[src/rtl/golden_nonce_collector.sv]
// ---------------------------------------------------------------------------
// golden_nonce_collector
//
// Watches the comparator/nonce-FIFO stream for the first nonce whose hash
// falls below target. It captures that nonce and, optionally, its 256-bit
// hash. The captured data is then streamed to the host as 32-bit words over
// a valid/ready handshake.
//
// Configuration macro: GOLDEN_HASH_EN
//   defined   : the hash is captured, and 9 words are sent
//               (nonce, then hash[255:224] down to hash[31:0]).
//   undefined : only the nonce is sent, and heavy_hash_din is unused.
//
// Ports
//   clk            in   clock, all state changes on its rising edge
//   rst            in   asynchronous active-low reset
//   start          in   single-cycle pulse, arms a new job
//   stop           in   level, aborts the job (wins over start)
//   result         in   comparator verdict, 1 = hash below target
//   heavy_hash_din in   256-bit assembled hash
//   nonce_din      in   nonce word from the nonce FIFO
//   nonce_din_we   in   nonce_din valid, one completed compare
//   dout           out  host result word
//   dout_valid     out  dout valid
//   dout_ready     in   host accepts dout
//   found          out  golden nonce captured for this job
//   nonce_count    out  compares completed since the last start (saturating)
// ---------------------------------------------------------------------------
module golden_nonce_collector (
  input  logic         clk,
  input  logic         rst,
  input  logic         start,
  input  logic         stop,
  input  logic         result,
  input  logic [255:0] heavy_hash_din,
  input  logic [31:0]  nonce_din,
  input  logic         nonce_din_we,
  output logic [31:0]  dout,
  output logic         dout_valid,
  input  logic         dout_ready,
  output logic         found,
  output logic [31:0]  nonce_count
);

  typedef enum logic [1:0] {
    IDLE  = 2'd0,
    ARMED = 2'd1,
    SEND  = 2'd2,
    DONE  = 2'd3
  } state_t;

`ifdef GOLDEN_HASH_EN
  localparam logic [3:0] LAST_WORD = 4'd8;
`else
  localparam logic [3:0] LAST_WORD = 4'd0;
`endif

  state_t       state_r, state_nx_s;
  logic [3:0]   word_idx_r, word_idx_nx_s;
  logic [31:0]  count_r, count_nx_s;
  logic [31:0]  nonce_r, nonce_nx_s;
  logic [31:0]  dout_r, dout_nx_s;
  logic         dout_valid_r;
  logic         found_r;
  logic         count_en_s;

`ifdef GOLDEN_HASH_EN
  logic [255:0] hash_r, hash_nx_s;

  // Selects hash word 1..8, most significant word first; index 0 is the nonce.
  function automatic logic [31:0] hash_word(input logic [255:0] h, input logic [3:0] idx);
    case (idx)
      4'd1:    hash_word = h[255:224];
      4'd2:    hash_word = h[223:192];
      4'd3:    hash_word = h[191:160];
      4'd4:    hash_word = h[159:128];
      4'd5:    hash_word = h[127:96];
      4'd6:    hash_word = h[95:64];
      4'd7:    hash_word = h[63:32];
      4'd8:    hash_word = h[31:0];
      default: hash_word = 32'd0;
    endcase
  endfunction
`else
  // The hash is not captured in this build. Reduce it so the port is still consumed.
  logic unused_hash_s;
  assign unused_hash_s = ^heavy_hash_din;
`endif

  // Next-state, counter, capture and word-index logic.
  always_comb begin
    state_nx_s    = state_r;
    word_idx_nx_s = word_idx_r;
    count_nx_s    = count_r;
    nonce_nx_s    = nonce_r;
`ifdef GOLDEN_HASH_EN
    hash_nx_s     = hash_r;
`endif
    // Completed compares count in every state except IDLE.
    count_en_s    = nonce_din_we && (state_r != IDLE);

    if (stop) begin
      // stop wins over start, and both override any nonce this cycle.
      state_nx_s    = IDLE;
      word_idx_nx_s = 4'd0;
      count_nx_s    = 32'd0;
    end else if (start) begin
      state_nx_s    = ARMED;
      word_idx_nx_s = 4'd0;
      count_nx_s    = 32'd0;
    end else begin
      if (count_en_s && (count_r != 32'hFFFF_FFFF)) begin
        count_nx_s = count_r + 32'd1;
      end else begin
        count_nx_s = count_r;
      end

      case (state_r)
        IDLE: begin
          state_nx_s = IDLE;
        end
        ARMED: begin
          if (nonce_din_we && result) begin
            state_nx_s    = SEND;
            word_idx_nx_s = 4'd0;
            nonce_nx_s    = nonce_din;
`ifdef GOLDEN_HASH_EN
            hash_nx_s     = heavy_hash_din;
`endif
          end else begin
            state_nx_s = ARMED;
          end
        end
        SEND: begin
          if (dout_valid_r && dout_ready) begin
            if (word_idx_r == LAST_WORD) begin
              state_nx_s    = DONE;
              word_idx_nx_s = 4'd0;
            end else begin
              word_idx_nx_s = word_idx_r + 4'd1;
            end
          end else begin
            word_idx_nx_s = word_idx_r;
          end
        end
        DONE: begin
          state_nx_s = DONE;
        end
        default: begin
          state_nx_s    = IDLE;
          word_idx_nx_s = 4'd0;
        end
      endcase
    end
  end

  // Output word for the next cycle. It is built from next-cycle values so that
  // dout is registered and valid one cycle after the capture edge.
  always_comb begin
    dout_nx_s = 32'd0;
    if (state_nx_s == SEND) begin
      if (word_idx_nx_s == 4'd0) begin
        dout_nx_s = nonce_nx_s;
      end else begin
`ifdef GOLDEN_HASH_EN
        dout_nx_s = hash_word(hash_nx_s, word_idx_nx_s);
`else
        dout_nx_s = nonce_nx_s;
`endif
      end
    end else begin
      dout_nx_s = 32'd0;
    end
  end

  // State and registered outputs. Reset clears everything, including captures.
  always_ff @(posedge clk or negedge rst) begin
    if (!rst) begin
      state_r      <= IDLE;
      word_idx_r   <= 4'd0;
      count_r      <= 32'd0;
      nonce_r      <= 32'd0;
      dout_r       <= 32'd0;
      dout_valid_r <= 1'b0;
      found_r      <= 1'b0;
`ifdef GOLDEN_HASH_EN
      hash_r       <= 256'd0;
`endif
    end else begin
      state_r      <= state_nx_s;
      word_idx_r   <= word_idx_nx_s;
      count_r      <= count_nx_s;
      nonce_r      <= nonce_nx_s;
      dout_r       <= dout_nx_s;
      dout_valid_r <= (state_nx_s == SEND);
      found_r      <= (state_nx_s == SEND) || (state_nx_s == DONE);
`ifdef GOLDEN_HASH_EN
      hash_r       <= hash_nx_s;
`endif
    end
  end

  assign dout        = dout_r;
  assign dout_valid  = dout_valid_r;
  assign found       = found_r;
  assign nonce_count = count_r;

endmodule
[config.mk]
export PLATFORM = sky130hd
export DESIGN_NAME = golden_nonce_collector
export DESIGN_NICKNAME = d
export VERILOG_FILES = /design/src/rtl/golden_nonce_collector.sv
export SDC_FILE = /design/constraint.sdc
export NUM_CORES = 1
export LEC_CHECK = 0
export ABC_AREA = 1
export BUFFER_PORTS_ARGS = -buffer_cell sky130_fd_sc_hd__buf_2
export CAP_MARGIN = 20
export CELL_PAD_IN_SITES_DETAIL_PLACEMENT = 1
export CELL_PAD_IN_SITES_GLOBAL_PLACEMENT = 1
export CORE_MARGIN = 3
export CORE_UTILIZATION = 25
export CTS_CLUSTER_SIZE = 14
export DETAILED_ROUTE_END_ITERATION = 12
export PLACE_DENSITY = 0.87
export SLEW_MARGIN = 20
export SYNTH_ARGS = -nofsm -noshare
export SYNTH_HDL_FRONTEND = slang
export SYNTH_SLANG_ARGS = --single-unit
[constraint.sdc]
create_clock -name clk -period 1.8 [get_ports clk]
set_clock_uncertainty 0.05 [all_clocks]
set_input_delay 0.18 -clock clk [delete_from_list [all_inputs] [get_ports clk]]
set_output_delay 0.18 -clock clk [all_outputs]
set_load 0.02 [all_outputs]
==> Word level (Yosys, flattened, before mapping) <==
Index checks and enable logic that the tools add are counted.
W data, S select, Z words.
{ "classes": {"n_eq_ne": 8, "addsub": 2, "mux": 20, "n_reduce_logical": 11} }
{ "ops": {"columns": ["operator", "count"], "rows": [
  ["$mux W32", 8],
  ["$add A32 B1 Y32 const B", 1],
  ["$ne A32 B32 Y1 const B", 1],
  ["$mux W4", 5],
  ["$mux W2", 5],
  ["$eq A2 B2 Y1 const B", 4],
  ["$ne A4 B4 Y1 const B", 2],
  ["$pmux W2 S4", 1],
  ["$pmux W4 S2", 1],
  ["$add A4 B1 Y4 const B", 1],
  ["$logic_and A1 B1 Y1", 4],
  ["$logic_not A4 Y1", 1],
  ["$reduce_bool A4 Y1", 1],
  ["$reduce_and A3 Y1", 1],
  ["$reduce_bool A3 Y1", 1],
  ["$eq A2 B1 Y1 const B", 1],
  ["$logic_not A2 Y1", 1],
  ["$reduce_bool A2 Y1", 1],
  ["$logic_or A1 B1 Y1", 1]
]} }
{ "word_totals": {"elab_cells": 48, "inputBits": 295, "out_inout_bits": 66, "ff_bits": 104} }

==> Logic depth before layout (Yosys ltp) <==
{ "logic_depth": {"ltp_word": 8, "depth_mapped": 13, "depth_no_buf": 12} }

==> Least setup slack after synthesis <==
Ideal clock, no wire load.
{ "synth_path": {"kind": "register to register", "startpoint": "register count_r[0] (netlist: nonce_count[0])", "endpoint": "register count_r[29] (netlist: nonce_count[29])", "arrival_time_ns": 1.765, "required_time_ns": 1.632, "synth_period_minus_slack_ns": 1.933, "setup_time_ns": 0.118, "stages_incl_launch_ff": 12, "slack_ns": -0.133, "n_path_buf": 1, "cell_sequence": "dfrtp_1 ha_1 nand2_1 nor2_4 nand2_4 nor2_8 nand2_2 nand2_4 nand2_4 buf_6 a21oi_2 nor2_1"} }
{ "synth_between": {"elab_chain_len": 4, "word_cells_on_any_way": 7, "classes_between": "add/sub (1); eq/ne (1); mux (3); reduce/logical (2)"} }
{ "synth_lines": {"columns": ["item", "line_no", "source"], "rows": [
  ["start: declaration", "60", "logic [31:0] count_r, count_nx_s;"],
  ["start signal: assignment", "192", "count_r <= count_nx_s;"],
  ["$add A32 B1 Y32", "113", "count_nx_s = count_r + 32'd1;"],
  ["$mux W32", "112", "if (count_en_s && (count_r != 32'hFFFF_FFFF)) begin"],
  ["$mux W32", "107", "end else if (start) begin"],
  ["$mux W32", "102", "if (stop) begin"]
]} }
Parallel ways exist; a longest one is shown, timed or not. The select of a mux whose other input is x is not followed.
A chain may end at the register's enable or synchronous reset.

==> Worst setup path in the final report <==
{ "layout_path": {"startpoint": "register count_r[9] (netlist: nonce_count[9])", "endpoint": "register count_r[2] (netlist: nonce_count[2])"} }
{ "layout_between": {"elab_chain_len": 3} }
{ "layout_lines": {"columns": ["item", "line_no"], "rows": [
  ["$ne A32 B32 Y1", "112"],
  ["$logic_and A1 B1 Y1", "112"],
  ["$reduce_bool A3 Y1 (no source line)", null]
]} }
Every way passes these cells.

==> run summary <==
The number of nets still failing antenna checks after routing came out at 0. The first-pass GRT wire length came out at 26500 um. The clock buffer count from CTS is 9. The number of warnings issued by yosys is 0. The number of violations of the max-capacitance limit is 0.

The net count of the finished layout came out at 1099. The worst register-to-register path ends at nonce_count[2]$_DFFE_PN0P_. Leaving out fill and tap cells, the most frequent cell in the layout is sky130_fd_sc_hd__nand2_1.

After filler insertion, the fill cell instance count of the layout stands at 2326. The I/O pin count is 361. The launch instance of the worst register-to-register path is nonce_count[9]$_DFFE_PN0P_. The layout-stage area growth over the synthesis result is 36.7%. Setup slack on the worst reg-to-reg path comes out at -0.06 ns. At the placement stage, the worst setup path has a slack of -0.0376 ns. In this run the worst path has a maximum fanout of 12. The static power due to leakage came out at 3.58 nW.

The relative contribution of combinational cells to total power is 10.1%. Cells with a size suffix above 1 make up 29.6% of the layout. The initial standard-cell utilization of the core is 26.0%. The DRC violation total after the first TritonRoute iteration is 184. The top cell types in the final layout, fill and taps aside, are 151 x sky130_fd_sc_hd__nand2_1, 103 x sky130_fd_sc_hd__buf_2, 97 x sky130_fd_sc_hd__inv_1, 97 x sky130_fd_sc_hd__dfrtp_1, 94 x sky130_fd_sc_hd__nor2_1. The number of hold violations in the final report was 0. Global routing finished with a remaining overflow of 0. The worst hold path begins at nonce_din[19].

The time the worst path needs with I/O delays and setup is 1.86 ns. The power share of the clock group came out at 40.6%. The floorplan has 50 rows. Port buffering added 104 buffers. Counting cells, the worst reg-to-reg path comes to 10. The count of buffer and inverter cells on the critical path came out at 1. The total length of routed wires came out at 17300 um. The average wire per cell in the routed design came out at 16.3 um.

The placement-stage cell area is 0.00612 mm^2. The tree is rooted in a sky130_fd_sc_hd__clkbuf_16. The placed wire-length estimate after detailed placement came out at 11500 um. TritonCTS built the clock tree. In this run the deepest clock path goes through 2 buffers. The worst hold path class is input port to flip-flop. The overall routing resource usage is 15.4%. The floorplan step defined a die boundary enclosing 0.0216 mm^2. The per-cell via count in the routed design is 4.52.

Entering global routing, the biggest net connects 65 pins. Net switching is 27.8% of the power. The count of H-tree levels built during CTS is 3. The checks that failed: setup timing. Traced cell by cell, the critical path runs through nand2_1 -> nor2_2 -> nand2_2 -> nor2_8 -> nand2_2 -> nand2_4 -> nand2_4 -> buf_4 -> nand2_1 -> a21oi_1. The share of synthesized area in the top cell type comes to 52.4%. The largest area contributor in the synthesized netlist is sky130_fd_sc_hd__dfrtp_1. Setup repair after global routing could not meet its margin everywhere. The via count of the first global-routing pass came to 5110. The cell at the slowest stage of the critical path is sky130_fd_sc_hd__dfrtp_1. The number of iterations in the first detailed-routing pass came out at 4. The number of flip-flops and latches in the synthesized netlist came out at 104. Power spread over the standard cell area amounts to 752 mW/mm^2.

The number of antenna violations at the first check in global routing came out at 0. The post-route fraction of the period consumed by the critical path came out at 103%. The netlist uses 27 different library cells. The post-detailed-route DRC marker count came out at 0.

The sequential cell area fraction in the yosys report came out at 52.4%. The critical path data arrival time is 2.05 ns. The cell area after synthesis came out at 0.00496 mm^2.

The critical path class is flip-flop to flip-flop. The cell count after synthesis came out at 628. In this design, the largest share of critical-path delay is due to simple AND/OR/NAND/NOR gates. The final cell area excluding filler cells came out at 0.00678 mm^2. The multi-input combinational cells in the finished layout cover a total of 0.00196 mm^2. The top achievable clock speed is 0.539 GHz.

Counting instances, the worst hold path has a depth of 3. Per report_power, the sequential group accounts for 49.4% of the total. At the pin with the least slew margin, the transition time is 0.462 ns. Across all setup checks in the final design, the least slack found is -0.0563 ns. The count of pins over their slew limit is 0. The die span in x is 147 um.

The source-to-sink clock delay at the later pin of the worst-skew pair is 0.36 ns. Internal power comes to 3.68 mW. The die outline height is 147 um. STA classifies the critical path endpoint as a flip-flop.

The clock-pin slew on the worst setup and hold paths came out at 0.08 ns. The area of the core came out at 0.0191 mm^2. The clock net in this run drives a total of 104 sinks. The required time of the critical path is 2.00 ns. By area the synthesized netlist is led by sky130_fd_sc_hd__dfrtp_1 52%, sky130_fd_sc_hd__nand2_1 12%, sky130_fd_sc_hd__nor2_1 8.5%. The worst setup path is launched from a flip-flop.

Dividing the synthesized area by the synthesized cell count gives 7.90 um^2. The net switching power of the design came out at 1.42 mW. The end point of the worst hold path is nonce_r[19]$_DFF_PN0_. The number of nets in the synthesized netlist is 931. The flow ran to the end, but the final reports show violations. The headroom to the max-slew limit is 69.2%. The final route contains 4809 vias. The total area of sequential cells is 0.00261 mm^2.

The delay contributed by the slowest stage of the critical path is 0.42 ns. The final number of setup-violating endpoints is 5. Across the VDD grid, the largest voltage drop is 0.000529 V.

The final estimated routing congestion in global placement came out at 0.884.
==> registers in the layout, indices dropped and copies added, names as in the netlist <==
name         flops
dout            32
dout_valid       1
found            1
nonce_count     32
nonce_r         32
state_r          2
word_idx_r       4
==> metrics by stage <==
| step | util (%) | cells | TNS [ns] | hold slack (ns) | power (mW) |
|---|---|---|---|---|---|
| global route | 35.5 | 1061 | -2.71 | 0.0226 | 5.37 |
| floorplan | - | 628 | 0 | -0.166 | 2.85 |
| finish | 35.6 | 1063 | -0.116 | 0.0190 | 5.10 |
| detailed placement | 32.1 | 1022 | -0.162 | 0.104 | 3.06 |
| global placement | 32.1 | 1022 | 0 | 0.102 | 3.02 |
| CTS | 34.2 | 1045 | -0.00843 | 0.00432 | 5.16 |
==> routing by layer <==
metal	vias up	GRT usage, %	share of wire, %
met5	-	0	0
met4	0	4.56	2.5
met3	32	5.03	6.5
met2	129	27.5	52
met1	2405	17.4	39
li1	2243	-	-
==> final cells by class <==
class / instances / area share (%)
multi-input cells: 403 / 28.9
diodes: 2 / 0.0738
clock buffers: 10 / 3.52
clock inverters: 6 / 1.03
well taps: 260 / 4.80
repair buffers: 175 / 17.3
flip-flops and latches: 104 / 38.5
inverters: 103 / 5.88
==> synth_stat cells <==
cell                         n
sky130_fd_sc_hd__a21oi_1     5
sky130_fd_sc_hd__a21oi_2     2
sky130_fd_sc_hd__buf_2       3
sky130_fd_sc_hd__buf_4       1
sky130_fd_sc_hd__buf_6       4
sky130_fd_sc_hd__clkbuf_1   10
sky130_fd_sc_hd__clkinv_1    1
sky130_fd_sc_hd__clkinv_4    1
sky130_fd_sc_hd__dfrtp_1   104
sky130_fd_sc_hd__ha_1        8
sky130_fd_sc_hd__inv_1     100
sky130_fd_sc_hd__inv_2       1
sky130_fd_sc_hd__nand2_1   155
sky130_fd_sc_hd__nand2_2     2
sky130_fd_sc_hd__nand2_4     3
sky130_fd_sc_hd__nand3_1    34
sky130_fd_sc_hd__nand3b_1    1
sky130_fd_sc_hd__nand4_1     9
sky130_fd_sc_hd__nor2_1    113
sky130_fd_sc_hd__nor2_4      3
sky130_fd_sc_hd__nor2_8      1
sky130_fd_sc_hd__nor3_1      8
sky130_fd_sc_hd__o21ai_0    31
sky130_fd_sc_hd__o21ai_1    14
sky130_fd_sc_hd__o21bai_1    6
sky130_fd_sc_hd__xnor2_1     2
sky130_fd_sc_hd__xor2_1      6
==> cells by family (layout without fill, tap and decap cells) <==
kind of cell / count (synthesis) / count (layout) / synth area share (%)
other: 0 / 2 / 0
AO/OA/AOI/OAI: 58 / 58 / 6.30
XOR/XNOR: 8 / 8 / 1.41
buffers and inverters: 121 / 294 / 10.0
adder cells (fa/ha/maj): 8 / 8 / 2.02
AND/OR/NAND/NOR: 329 / 329 / 27.8
flip-flops: 104 / 104 / 52.4
==> how the worst max path moves through the flow <==
stage / start / endpoint / cells after the start
after floorplan: nonce_count[0]$_DFFE_PN0P_ / nonce_count[29]$_DFFE_PN0P_ / 11
after global placement: nonce_count[1]$_DFFE_PN0P_ / nonce_count[26]$_DFFE_PN0P_ / 12
after detailed placement: nonce_count[1]$_DFFE_PN0P_ / nonce_count[23]$_DFFE_PN0P_ / 11
after CTS: nonce_count[1]$_DFFE_PN0P_ / nonce_count[6]$_DFFE_PN0P_ / 10
after global routing: nonce_count[9]$_DFFE_PN0P_ / nonce_count[2]$_DFFE_PN0P_ / 10
final: nonce_count[9]$_DFFE_PN0P_ / nonce_count[2]$_DFFE_PN0P_ / 10
==> tightest hold or removal path: stages <==
cell and delay, ns:
sky130_fd_sc_hd__buf_2 0.08, sky130_fd_sc_hd__o21ai_1 0.09, sky130_fd_sc_hd__inv_1 0.06
==> timing repair <==
action	CTS	global route
pin swaps	1	13
resized for setup	8	39
endpoints found under the setup margin	21	69
hold buffers	4	0
buffers inserted	3	13
hold endpoints to repair	28	0
gates cloned	0	3
==> power by group through the flow <==
stage	registers (mW)	clock network [mW]	logic [mW]
2_1_floorplan	2.56	0	0.296
3_3_place_gp	2.56	0	0.461
4_1_cts	2.52	2.13	0.511
3_5_place_dp	2.57	0	0.495
5_1_grt	2.53	2.23	0.608
6_report	2.52	2.07	0.514
Note: power is estimated with default switching activity, not from simulation.
